<file path="config.mk">
export PLATFORM = sky130hd
export DESIGN_NAME = cereal_rx
export DESIGN_NICKNAME = d
export VERILOG_FILES = /design/src/rtl/cereal_pkg.sv /design/src/rtl/sync2.sv /design/src/rtl/cereal_rx.sv
export SDC_FILE = /design/constraint.sdc
export NUM_CORES = 1
export LEC_CHECK = 0
export BUFFER_PORTS_ARGS = -buffer_cell sky130_fd_sc_hd__buf_2
export CAP_MARGIN = 20
export CORE_ASPECT_RATIO = 0.6
export CORE_MARGIN = 4
export CORE_UTILIZATION = 45
export DETAILED_ROUTE_END_ITERATION = 10
export SYNTH_ARGS = -nofsm -noshare
export SYNTH_HDL_FRONTEND = slang
export SYNTH_SLANG_ARGS = --single-unit
</file>
<file path="constraint.sdc">
create_clock -name sysclk -period 5.4 [get_ports sysclk]
set_input_delay 0.54 -clock sysclk [delete_from_list [all_inputs] [get_ports sysclk]]
set_output_delay 0.54 -clock sysclk [all_outputs]
set_load 0.03 [all_outputs]
</file>
<file path="src/rtl/cereal_pkg.sv">
// rtl/cereal_pkg.sv - shared definitions for the cereal serial link (receiver FSM states, default bit timing)
package cereal_pkg;

  // 50 MHz sysclk / 9600 baud; the transmitter uses the same constant so both ends stay matched.
  localparam int CEREAL_CLKS_PER_BIT = 5208;
  localparam int CEREAL_DATA_BITS    = 8;

  typedef enum logic [2:0] {
    S_IDLE  = 3'd0,
    S_START = 3'd1,
    S_DATA  = 3'd2,
    S_STOP  = 3'd3,
    S_BREAK = 3'd4
  } rx_state_e;

endpackage

</file>
<file path="src/rtl/sync2.sv">
// rtl/sync2.sv - two-flop synchroniser for a single asynchronous input with a selectable reset value
module sync2 #(
  parameter logic RESET_VAL = 1'b1
) (
  input  logic clk,
  input  logic reset,
  input  logic d,
  output logic q
);

  logic meta_q;
  logic sync_q;

  always_ff @(posedge clk) begin
    if (reset) begin
      meta_q <= RESET_VAL;
      sync_q <= RESET_VAL;
    end else begin
      meta_q <= d;
      sync_q <= meta_q;
    end
  end

  assign q = sync_q;

endmodule

</file>
<file path="src/rtl/cereal_rx.sv">
// rtl/cereal_rx.sv - serial frame receiver: start/data/stop recovery by bit-centre sampling,
// parallel byte out with one-cycle valid or frame_err strobes
module cereal_rx
  import cereal_pkg::*;
#(
  parameter int CLKS_PER_BIT = CEREAL_CLKS_PER_BIT,
  parameter int DATA_BITS    = CEREAL_DATA_BITS
) (
  input  logic                 sysclk,
  input  logic                 reset,
  input  logic                 cereal_in,
  output logic [DATA_BITS-1:0] data_out,
  output logic                 valid,
  output logic                 frame_err,
  output logic                 busy
);

  localparam int CW = $clog2(CLKS_PER_BIT);
  localparam int BW = $clog2(DATA_BITS + 1);
  localparam logic [CW-1:0] HALF_LAST = CW'(CLKS_PER_BIT / 2 - 1);
  localparam logic [CW-1:0] BIT_LAST  = CW'(CLKS_PER_BIT - 1);
  localparam logic [BW-1:0] LAST_BIT  = BW'(DATA_BITS - 1);

  logic rx_s;

  sync2 #(.RESET_VAL(1'b1)) u_sync (
    .clk   (sysclk),
    .reset (reset),
    .d     (cereal_in),
    .q     (rx_s)
  );

  rx_state_e            state_q,     state_d;
  logic [CW-1:0]        clk_cnt_q,   clk_cnt_d;
  logic [BW-1:0]        bit_cnt_q,   bit_cnt_d;
  logic [DATA_BITS-1:0] shift_q,     shift_d;
  logic [DATA_BITS-1:0] data_q,      data_d;
  logic                 valid_q,     valid_d;
  logic                 frame_err_q, frame_err_d;
  logic                 busy_q,      busy_d;

  always_comb begin
    state_d     = state_q;
    clk_cnt_d   = clk_cnt_q;
    bit_cnt_d   = bit_cnt_q;
    shift_d     = shift_q;
    data_d      = data_q;
    valid_d     = 1'b0;
    frame_err_d = 1'b0;

    case (state_q)
      S_IDLE: begin
        if (!rx_s) begin
          state_d   = S_START;
          clk_cnt_d = '0;
        end
      end

      // A start bit that is high again at its centre was a glitch: drop it silently.
      S_START: begin
        if (clk_cnt_q == HALF_LAST) begin
          if (!rx_s) begin
            state_d   = S_DATA;
            clk_cnt_d = '0;
            bit_cnt_d = '0;
          end else begin
            state_d = S_IDLE;
          end
        end else begin
          clk_cnt_d = clk_cnt_q + 1'b1;
        end
      end

      S_DATA: begin
        if (clk_cnt_q == BIT_LAST) begin
          shift_d   = {rx_s, shift_q[DATA_BITS-1:1]};
          bit_cnt_d = bit_cnt_q + 1'b1;
          clk_cnt_d = '0;
          if (bit_cnt_q == LAST_BIT) begin
            state_d = S_STOP;
          end
        end else begin
          clk_cnt_d = clk_cnt_q + 1'b1;
        end
      end

      S_STOP: begin
        if (clk_cnt_q == BIT_LAST) begin
          if (rx_s) begin
            data_d  = shift_q;
            valid_d = 1'b1;
            state_d = S_IDLE;
          end else begin
            frame_err_d = 1'b1;
            state_d     = S_BREAK;
          end
        end else begin
          clk_cnt_d = clk_cnt_q + 1'b1;
        end
      end

      // A held-low line must return high before a new start edge can be recognised.
      S_BREAK: begin
        if (rx_s) begin
          state_d = S_IDLE;
        end
      end

      default: state_d = S_IDLE;
    endcase

    busy_d = (state_d != S_IDLE);
  end

  always_ff @(posedge sysclk) begin
    if (reset) begin
      state_q     <= S_IDLE;
      clk_cnt_q   <= '0;
      bit_cnt_q   <= '0;
      shift_q     <= '0;
      data_q      <= '0;
      valid_q     <= 1'b0;
      frame_err_q <= 1'b0;
      busy_q      <= 1'b0;
    end else begin
      state_q     <= state_d;
      clk_cnt_q   <= clk_cnt_d;
      bit_cnt_q   <= bit_cnt_d;
      shift_q     <= shift_d;
      data_q      <= data_d;
      valid_q     <= valid_d;
      frame_err_q <= frame_err_d;
      busy_q      <= busy_d;
    end
  end

  assign data_out  = data_q;
  assign valid     = valid_q;
  assign frame_err = frame_err_q;
  assign busy      = busy_q;

endmodule

</file>
Word level (Yosys, flattened, before mapping) --
Cells that the tools add are included.
Cells by class: reduce and logical (&&, ||, !) cells 9, multiplexer cells 20, equal/unequal tests 11, $add $sub $neg 2, bitwise operators 2
Operator list (number):
- $mux W13 | 4
- $pmux W13 S4 | 1
- $mux W3 | 7
- $pmux W3 S5 | 1
- $add A13 B1 Y13 const B | 1
- $eq A13 B12 Y1 const B | 1
- $eq A13 B13 Y1 const B | 1
- $mux W4 | 3
- $ne A2 B2 Y1 const B | 4
- $pmux W4 S2 | 1
- $eq A3 B2 Y1 const B | 2
- $add A4 B1 Y4 const B | 1
- $eq A4 B3 Y1 const B | 1
- $reduce_and A2 Y1 | 2
- $reduce_and A4 Y1 | 1
- $reduce_bool A4 Y1 | 1
- $eq A3 B1 Y1 const B | 1
- $eq A3 B3 Y1 const B | 1
- $logic_not A3 Y1 | 1
- $reduce_and A3 Y1 | 1
- $reduce_bool A3 Y1 | 1
- $reduce_or A3 Y1 | 1
- $mux W1 | 2
- $mux W2 | 1
- other kinds (2) | 3
Storage, ports and cells: register bits 41

Depth between registers and ports, before layout --
depth after elaboration 5, mapped depth 8

Modules after synthesis --
From an unflattened synthesis, not the netlist that was laid out.
Unflattened totals: cell total of the unflattened synthesis 211, area, all modules 1934.4 µm²
By module, submodules not included:
- cereal_rx | cells each 207, area each 1881.8 µm², times used 1
- sync2 | cells each 4, area each 52.6 µm², times used 1

Worst setup path before layout --
No wires, ideal clock.
path type reg-to-reg, start point register clk_cnt_q[0], end point register bit_cnt_q[3], data arrival time 2259 ps, required time 5330 ps, setup slack 3071 ps, stages on the path, launching flop included 8, setup time 70 ps, path through dfxtp_1 > ha_1 > nand4bb_4 > or4_4 > buf_6 > o32a_2 > or4_1 > a21oi_1
On the way: longest elaborated chain between the ends 3, elaborated cells on any way between the ends 5, classes of those cells eq/ne: 4; reduce/logical: 1
RTL lines:
- start: declaration | line cereal_rx.sv:34 | logic [CW-1:0] clk_cnt_q, clk_cnt_d;
- start signal: assignment | line cereal_rx.sv:127 | clk_cnt_q <= clk_cnt_d;
- $eq A13 B13 Y1 / $eq A13 B12 Y1 (equally long branches) | line cereal_rx.sv:75, cereal_rx.sv:61
- $ne A2 B2 Y1 (no line)
- $reduce_and A4 Y1 (no line) (*)
- end signal: assignment | line cereal_rx.sv:128 | bit_cnt_q <= bit_cnt_d;
- end: declaration | line cereal_rx.sv:35 | logic [BW-1:0] bit_cnt_q, bit_cnt_d;
Mark *: on every way between the ends. The rest lies on a longest branch, timed or not. A chain may end at the register's enable or synchronous reset.

Worst setup path in the final report --
start point register clk_cnt_q[1], end point register clk_cnt_q[11]
On the way: longest elaborated chain between the ends 3, elaborated cells on any way between the ends 9, classes of those cells add/sub: 1; eq/ne: 3; mux: 4; reduce/logical: 1
RTL lines:
- $add A13 B1 Y13, or another cell as far along | line cereal_rx.sv:70, cereal_rx.sv:83, cereal_rx.sv:98
- $mux W13, or another cell as far along | line cereal_rx.sv:88 | if (clk_cnt_q == BIT_LAST) begin
- $pmux W13 S4 / $reduce_and A2 Y1 (equally long branches)
Parallel ways exist; a longest one is shown, timed or not. The select of a mux whose other input is x is not followed.

==> results.rst <==
.. list-table::
   :header-rows: 1

   * - Metric
     - Value
   * - Status
     - completed
   * - Maximum frequency from static timing analysis
     - 386 MHz
   * - RSZ-0062 raised after global routing
     - no
   * - Weighted congestion at the end of routability-driven global placement
     - 0.865
   * - Classification of the worst setup path
     - reg -> reg
   * - Leakage power of the design
     - 0.868 nW
   * - Setup skew after layout
     - 0.00383 ns
   * - Peak supply drop
     - 0.189 mV
   * - Die span in x
     - 94.0 um
   * - Total clock buffers created by CTS
     - 5
   * - Initial antenna violation count
     - 0
   * - Number of max-capacitance violations reported
     - 0
   * - Mapped Area
     - 0.00200 mm2
   * - Total met3 wirelength after detailed routing
     - 307 um
   * - Total global-route track usage
     - 0.164
   * - Fraction of the cycle the final worst path needs
     - 0.480
   * - Final HPWL DP
     - 3140 um
   * - Layout cells sized above 1
     - 0.131
   * - Flop and latch count out of synthesis
     - 41
   * - Die area
     - 0.00561 mm2
   * - Most common cell after layout, fill and taps aside
     - sky130_fd_sc_hd__dfxtp_1
   * - Met2 WL post-DR
     - 1520 um
   * - Time the worst path needs with I/O delays and setup
     - 2.59 ns
   * - Worst path max stage delay
     - 0.61 ns
   * - Most frequent cells in the layout
     - sky130_fd_sc_hd__dfxtp_1, sky130_fd_sc_hd__nand3_1, sky130_fd_sc_hd__nand2_1
   * - Drt pass-1 iters
     - 5
   * - FP Rows
     - 18
   * - Synth cell types
     - 48
   * - Ordered cell list for the critical path
     - ha_1 -> nor4b_1 -> nand3_1 -> o21ai_0 -> and2_1 -> a221o_1
   * - Flip-flop cell with the highest count after synthesis
     - sky130_fd_sc_hd__dfxtp_1
   * - Total power divided by cell area
     - 259 mW/mm2
   * - Clock tree from TritonCTS
     - yes
   * - Initial core utilization
     - 0.477
   * - Hold buffer count at CTS
     - 0
   * - Initial detailed-routing violation count
     - 189
   * - Overflow left after global routing
     - 0
   * - IO Pins
     - 14
   * - Count of antenna diodes in the layout
     - 0
   * - Vias
     - 1723
   * - Bufs on Longest Clock Path
     - 2
   * - Number of gates resized after cts
     - 0
   * - Vias in the first global route
     - 1364
   * - Total wirelength of the detailed-routed design
     - 4450 um
   * - Worst EP required
     - 5.63 ns
   * - Share of async-settable or async-resettable flops after synthesis
     - 0
   * - Detail-routed via count per cell
     - 5.82
   * - Wire length of the first global-routing pass
     - 7160 um
   * - Clock latency at the later pin of the worst-skew pair
     - 0.29 ns
   * - Area of the core
     - 0.00419 mm2
   * - Synth Instances
     - 229
   * - EDFF count, synth
     - 0
   * - Post-synth net total
     - 234
   * - Clock Root Buffer
     - sky130_fd_sc_hd__clkbuf_8
   * - Worst-margin pin slew
     - 0.687 ns
   * - Headroom to the max-slew limit
     - 0.539
   * - Uppermost layer routed
     - met4
   * - Avg Synthesized Cell Area
     - 8.73 um2
   * - Area grow syn2layout
     - 9.27%
   * - Hold Crit Class
     - in -> reg
   * - Final core utilization
     - 0.521
   * - Crit. End Element
     - register
   * - Signal arrival time at the worst endpoint
     - 2.83 ns
   * - Fraction of the yosys area taken by sequential cells
     - 0.411
   * - Ys Warns
     - 0
   * - Number of sinks driven by the clock tree
     - 41
   * - Total Negative Setup Slacks
     - 0 ns
   * - Level count of the clock H-tree
     - 2
   * - Count of antenna-violating nets left after detailed routing
     - 0
   * - Pin count of the biggest net entering global routing
     - 28
   * - Kind of start point of the critical path
     - register
   * - Drt drc
     - 0
   * - Total number of nets in the final design
     - 241
   * - Post-detailed-route wirelength per cell
     - 15.0 um
   * - Post-CTS setup-driven buffer insertion count
     - 0
   * - Slowest stage cell on the critical path
     - sky130_fd_sc_hd__o21ai_0
   * - Largest fanout of any net on the critical path
     - 6
   * - Die Y-Extent
     - 59.6 um
   * - Final Hold Viols
     - 0
   * - Total routed wire length on the met1 layer
     - 2600 um
   * - Count of final setup violators
     - 0
   * - Count of buffers inserted at the top-level ports
     - 13
   * - Clock-pin slew of the registers on the worst-case setup and hold paths
     - 0.08 ns
   * - Slew Limit Fails
     - 0
-- worst max-delay path: cells and delay by family (launching register included) --
| kind | cells | cell delay (ns) |
|---|---|---|
| AND/OR/NAND/NOR | 3 | 1.02 |
| AO/OA/AOI/OAI | 2 | 0.81 |
| flip-flops | 1 | 0.39 |
| adder cells (fa/ha/maj) | 1 | 0.31 |
-- power breakdown --
group	switching, mW	leakage, nW	internal (mW)
registers	0.00313	0.331	0.304
logic	0.0146	0.483	0.00593
clock network	0.103	0.0540	0.134
total	0.121	0.868	0.444
-- final cells by class --
cell class / count / area [um2]
repair buffers: 13 / 65.1
multi-input cells: 172 / 1110
inverters: 3 / 11.3
fillers: 392 / 2010
flip-flops and latches: 41 / 821
well taps: 60 / 75.1
clock buffers: 5 / 68.8
clock inverters: 2 / 35.0
-- state kept, by name (all words and copies together) (netlist names) --
register       cells
clk_cnt_q         13
data_out           8
shift_q            8
bit_cnt_q          4
state_q            3
busy               1
frame_err          1
u_sync.meta_q      1
u_sync.q           1
valid              1
-- through the flow --
step / instance area [um2] / power, mW / setup slack [ns] / hold slack (ns) / std cells
after floorplan: 2000 / 0.329 / 3.07 / 0.389 / 229
after global placement: 2080 / 0.335 / 2.93 / 0.425 / 289
after detailed placement: 2080 / 0.334 / 2.89 / 0.409 / 289
after CTS: 2180 / 0.570 / 2.87 / 0.426 / 296
after global routing: 2180 / 0.585 / 2.60 / 0.426 / 296
final: 2180 / 0.565 / 2.81 / 0.434 / 296
-- layer usage --
| layer | up-vias | track usage |
|---|---|---|
| li1 | 868 | - |
| met1 | 786 | 0.291 |
| met2 | 65 | 0.173 |
| met3 | 4 | 0.0482 |
| met4 | 0 | 0.0350 |
| met5 | - | 0 |
-- cell families after synthesis --
| logic type | after synthesis | synth area share |
|---|---|---|
| AND/OR/NAND/NOR | 114 | 0.320 |
| AO/OA/AOI/OAI | 47 | 0.177 |
| flip-flops | 41 | 0.411 |
| buffers and inverters | 16 | 0.0351 |
| multiplexers | 9 | 0.0451 |
| adder cells (fa/ha/maj) | 2 | 0.0125 |
-- Yosys cell counts, drive strengths merged (4+ instances only) --
cell / instances / area (um2)
nor3: 12 / 60.1
nand3: 27 / 135
and3: 7 / 43.8
o21ai: 6 / 30.0
nor2: 15 / 56.3
a21oi: 14 / 70.1
clkbuf: 10 / 37.5
o311ai: 4 / 35.0
nor4: 4 / 31.3
dfxtp: 41 / 821
or2: 4 / 25.0
mux2i: 9 / 90.1
nand2: 21 / 78.8
a211o: 4 / 35.0
-- final timing paths --
check                 from            end  slack [ns]  depth (start not counted)
max           clk_cnt_q[1]  clk_cnt_q[11]        2.81                          6
min              cereal_in  u_sync.meta_q        0.43                          2
max reg2reg   clk_cnt_q[1]  clk_cnt_q[11]        2.81                          6
min reg2reg  u_sync.meta_q       u_sync.q        0.44                          1
Power figures use the tool's default switching activity.
